==> config.mk <==
export PLATFORM = sky130hd
export DESIGN_NAME = mult_control
export DESIGN_NICKNAME = d
export VERILOG_FILES = /design/src/rtl/mult_pkg.sv /design/src/rtl/mult_iter_counter.sv /design/src/rtl/mult_control.sv
export SDC_FILE = /design/constraint.sdc
export NUM_CORES = 1
export LEC_CHECK = 0
export CORE_MARGIN = 1
export CORE_UTILIZATION = 43
export CTS_CLUSTER_SIZE = 20
export DETAILED_ROUTE_END_ITERATION = 10
export GPL_TIMING_DRIVEN = 0
export PLACE_DENSITY = 0.85
export SLEW_MARGIN = 10
export SYNTH_ARGS = -nofsm -noshare
export SYNTH_HDL_FRONTEND = slang
export SYNTH_HIERARCHICAL = 1
export SYNTH_SLANG_ARGS = --single-unit
==> constraint.sdc <==
create_clock -name Clock -period 2.3 [get_ports Clock]
set_input_delay 0.69 -clock Clock [delete_from_list [all_inputs] [get_ports Clock]]
set_output_delay 0.69 -clock Clock [all_outputs]
set_load 0.005 [all_outputs]
==> src/rtl/mult_pkg.sv <==
// Shared types and sizing helpers for the shift-add multiplier controller.
package mult_pkg;

  typedef enum logic [1:0] {
    IDLE = 2'd0,
    CALC = 2'd1,
    CAPT = 2'd2,
    DONE = 2'd3
  } mult_state_t;

  localparam int MULT_WIDTH_DEF = 32;

  // One spare bit above log2 so the counter can never wrap before the compare.
  function automatic int mult_cnt_w(input int width);
    return $clog2(width) + 1;
  endfunction

endpackage

==> src/rtl/mult_iter_counter.sv <==
// Iteration counter for the CALC phase: synchronous clear, increment, and a
// terminal flag when the count reaches WIDTH-1. Registered, no backpressure.
module mult_iter_counter
  import mult_pkg::*;
#(
  parameter int WIDTH = MULT_WIDTH_DEF,
  parameter int CNT_W = mult_cnt_w(WIDTH)
) (
  input  logic Clock,
  input  logic Reset,
  input  logic clr,
  input  logic inc,
  output logic term
);

  logic [CNT_W-1:0] cnt_q;
  logic [CNT_W-1:0] cnt_d;

  always_comb begin
    cnt_d = cnt_q;
    if (clr) begin
      cnt_d = '0;
    end else if (inc) begin
      cnt_d = cnt_q + CNT_W'(1);
    end
  end

  always_ff @(posedge Clock) begin
    if (Reset) begin
      cnt_q <= '0;
    end else begin
      cnt_q <= cnt_d;
    end
  end

  assign term = (cnt_q == CNT_W'(WIDTH - 1));

endmodule

==> src/rtl/mult_control.sv <==
// Shift-add multiplier sequencer: result valid WIDTH+1 edges after the request handshake
// (fewer with MULT_EARLY_EXIT_EN); result is held under out_ready backpressure and requests are refused while busy.
module mult_control
  import mult_pkg::*;
#(
  parameter int WIDTH = MULT_WIDTH_DEF
) (
  input  logic               Clock,
  input  logic               Reset,
  input  logic               in_valid,
  output logic               in_ready,
  input  logic               b_is_zero,
  input  logic [2*WIDTH-1:0] prod_in,
  output logic               a_sel,
  output logic               b_sel,
  output logic               prod_sel,
  output logic               shift_en,
  output logic               busy,
  output logic               out_valid,
  input  logic               out_ready,
  output logic [2*WIDTH-1:0] result
);

  mult_state_t        state_q, state_d;
  logic               out_valid_q, out_valid_d;
  logic [2*WIDTH-1:0] result_q, result_d;
  logic               cnt_term;
  logic               calc_done;

  mult_iter_counter #(
    .WIDTH (WIDTH)
  ) u_iter_counter (
    .Clock (Clock),
    .Reset (Reset),
    .clr   (state_q == IDLE),
    .inc   (state_q == CALC),
    .term  (cnt_term)
  );

`ifdef MULT_EARLY_EXIT_EN
  // Once B has shifted out to zero the remaining iterations would only add zero.
  assign calc_done = cnt_term | b_is_zero;
`else
  logic unused_b_is_zero;
  assign unused_b_is_zero = b_is_zero;
  assign calc_done        = cnt_term;
`endif

  always_ff @(posedge Clock) begin
    if (Reset) begin
      state_q     <= IDLE;
      out_valid_q <= 1'b0;
      result_q    <= '0;
    end else begin
      state_q     <= state_d;
      out_valid_q <= out_valid_d;
      result_q    <= result_d;
    end
  end

  always_comb begin
    state_d     = state_q;
    out_valid_d = out_valid_q;
    result_d    = result_q;
    case (state_q)
      IDLE: if (in_valid) state_d = CALC;
      CALC: if (calc_done) state_d = CAPT;
      CAPT: begin
        result_d    = prod_in;
        out_valid_d = 1'b1;
        state_d     = DONE;
      end
      DONE: begin
        if (out_valid_q && out_ready) begin
          out_valid_d = 1'b0;
          state_d     = IDLE;
        end
      end
      default: state_d = IDLE;
    endcase
  end

  // Idle keeps the datapath loading operands and clearing the product.
  always_comb begin
    a_sel    = 1'b0;
    b_sel    = 1'b0;
    prod_sel = 1'b0;
    shift_en = 1'b0;
    in_ready = 1'b0;
    busy     = 1'b1;
    case (state_q)
      IDLE: begin
        a_sel    = 1'b1;
        b_sel    = 1'b1;
        prod_sel = 1'b1;
        in_ready = 1'b1;
        busy     = 1'b0;
      end
      CALC:    shift_en = 1'b1;
      default: ;
    endcase
  end

  assign out_valid = out_valid_q;
  assign result    = result_q;

endmodule

==> summary.md <==
| Metric | Value |
|---|---|
| Critical Path AT | 1.55 ns |
| Most used DFF post-synth | dfxtp_1 |
| Die H | 82.34 µm |
| DP HPWL | 5163 µm |
| Worst slew margin | 0.6050 |
| Syn_area_per_cell | 10.55 µm² |
| Yosys reg bits | 73 |
| Largest net degree at the start of global routing | 15 |
| Final-report setup violation count | 0 |
| Post-synth top cells | dfxtp_1 (73), nor2_1 (72), mux2i_1 (65) |
| Synthesis Warnings | 6 |
| Share of cells above drive strength 1 | 0.09569 |
| H-tree Lvls | 3 |
| Status | completed |
| Pwr/cell area | 997.8 nW/µm² |
| Slew @ Worst Pin | 0.5872 ns |
| CTS buffer count | 9 |
| Final setup margin | 0.05561 ns |
| Row count | 28 |
| Worst Setup End Kind | output pin |
| Area contributors post-synth | dfxtp_1 (53%), mux2i_1 (23%), nor2_1 (9.7%) |
| Global-route wire length before repair | 10450 µm |
| Ant diodes | 0 |
| DRC | 0 |
| Worst Path Required | 1.61 ns |
| EDFF count, synth | 0 |
| Setup crit start kind | register |
| Pre-CTS setup slack | 0.1283 ns |
| Root buffer cell | clkbuf_8 |
| Crit Path Max Fanout | 8 |
| Vias in the first global route | 2319 |
| Antenna viol nets, final | 0 |
| GRT Util Overall | 0.2052 |
| Count leader, synth | dfxtp_1 |
| CTS tree | done |
| Ratio of final minimum period to clock period | 0.9758 |
| Bufs on Longest Clock Path | 2 |
| Fmax | 445.6 MHz |
| Vias per cell | 4.795 |
| Placed inst area | 4250 µm² |
| Core Area | 6061 µm² |
| Vias post-DR | 2364 |
| Die width | 82.34 µm |
| Slew Limit Fails | 0 |
| Path category of the worst min-delay check | reg2reg |
| Reg clk slew, reported paths | 0.08 ns |
| Post-layout minimum cycle time | 2.244 ns |
| Mapped Cells | 263 |
| I/O Pins | 140 |
| Post-synthesis cell type count | 26 |
| IO buf count | 138 |
| Area Overhead vs Synth | 63.48% |
| Async SR Flop Fraction | 0 |
| GP Congestion | 0.7254 |
| Skew-Pair Late Insertion Delay | 0.34 ns |
| Initial DRC Count | 47 |
| Final core occ | 0.7486 |
| Initial DRT Pass Iterations | 4 |
| Seq/Total Area, Yosys | 0.5266 |
| Synth area leader | dfxtp_1 |
| Synth Net Count | 337 |
| Mapped cell area | 2775 µm² |
| CP Class | reg2out |
| # clock sinks | 73 |
| Routed WL per cell | 14.08 µm |
| Hold Vio Cnt, Final | 0 |
| Pwr Total | 4.527 mW |
| WL final | 6942 µm |
| Cell area after layout | 4537 µm² |
| Initial core utilization | 0.4579 |
| Clk_skew | 0.006247 ns |
| Peak VDD IR | 0.0008004 V |
| DIE AREA | 6779 µm² |
| Final #Nets | 487 |
| Initial antenna violation count | 0 |
| Leakage | 1.676 nW |
| Grt total ovfl | 0 |
| Number of max-cap violations | 0 |
| Post-synth top area share | 0.5266 |
[timing repair]
action                                  4_1_cts  5_1_grt
pin swaps                                     1        1
hold buffers                                  0        0
resized for setup                             5        8
endpoints found under the setup margin        6        5
setup buffers                                 0        1
[critical path, cell delays in order (launching register included)]
cell             delay [ns]
dfxtp_4                0.37
inv_4                  0.07
ha_4                   0.17
buf_4                  0.11
clkdlybuf4s50_1        0.49
[power by group]
group / total, mW / leakage, nW / switching (mW) / internal [mW]
clock: 1.12 / 0.110 / 0.499 / 0.622
sequential: 1.64 / 0.592 / 0.135 / 1.50
combinational: 1.77 / 0.973 / 0.683 / 1.09
[sequential cells by signal, summed over array words and instances (netlist names)]
register	cells
result	64
out_valid	1
state_q	2
u_iter_counter/cnt_q	6
[stage by stage]
step           hold slack (ns)  std cells  setup TNS (ns)
2_1_floorplan           0.4585        263               0
3_3_place_gp            0.4690        476               0
3_5_place_dp            0.4800        476               0
4_1_cts                 0.5003        492               0
5_1_grt                 0.5275        493        -0.01167
6_report                0.4969        493               0
[area by class of cell]
cell class                      instances  area, µm²
Timing Repair Buffer                  139       1406
Clock inverter                          7      102.6
Clock buffer                            9      123.9
Tap cell                               75      93.84
Multi-Input combinational cell        167       1192
Inverter                                4      20.02
Fill cell                             443       1524
Buffer                                 19      131.4
Sequential cell                        73       1466
[layout by cell type (no fill, tap or decap), types with 2 or more instances in the layout]
cell             instances
bufinv_16                2
inv_4                    2
ha_4                     2
ha_1                     3
mux2i_1                 65
clkbuf_1                 3
a21oi_1                  2
clkdlybuf4s50_1        136
buf_2                    3
clkinv_4                 2
inv_1                    2
buf_6                    5
nand2_1                  4
nor2b_1                  2
dfxtp_1                 71
buf_1                    3
clkbuf_8                 9
nand4_1                  2
o311ai_1                 2
inv_6                    2
dlymetal6s2s_1           2
nor2_1                  72
xor2_1                   3
buf_4                    5
[routing by layer]
| metal | global-route usage | routed length, µm | vias up |
|---|---|---|---|
| met5 | 0 | 0 | - |
| met4 | 0.04737 | 72 | 0 |
| met3 | 0.08022 | 506 | 8 |
| met2 | 0.3719 | 3581 | 78 |
| met1 | 0.2234 | 2781 | 1109 |
| li1 | - | - | 1169 |
[path summary, 6_finish.rpt]
check / start / to / slack (ns) / cells past startpoint
worst min-delay path: result[20] / result[20] / 0.50 / 2
worst max-delay path: state_q[0] / b_sel / 0.06 / 4
worst max register to register: state_q[0] / state_q[0] / 0.74 / 5
worst min register to register: result[20] / result[20] / 0.50 / 2
[logic make-up after synthesis]
family	count (synthesis)	synth area share
AND/OR/NAND/NOR	85	0.1280
adder cells (fa/ha/maj)	5	0.02254
flip-flops	73	0.5266
AO/OA/AOI/OAI	8	0.02300
buffers and inverters	23	0.05275
multiplexers	65	0.2344
XOR/XNOR	4	0.01263
Note: power is estimated with default switching activity, not from simulation.
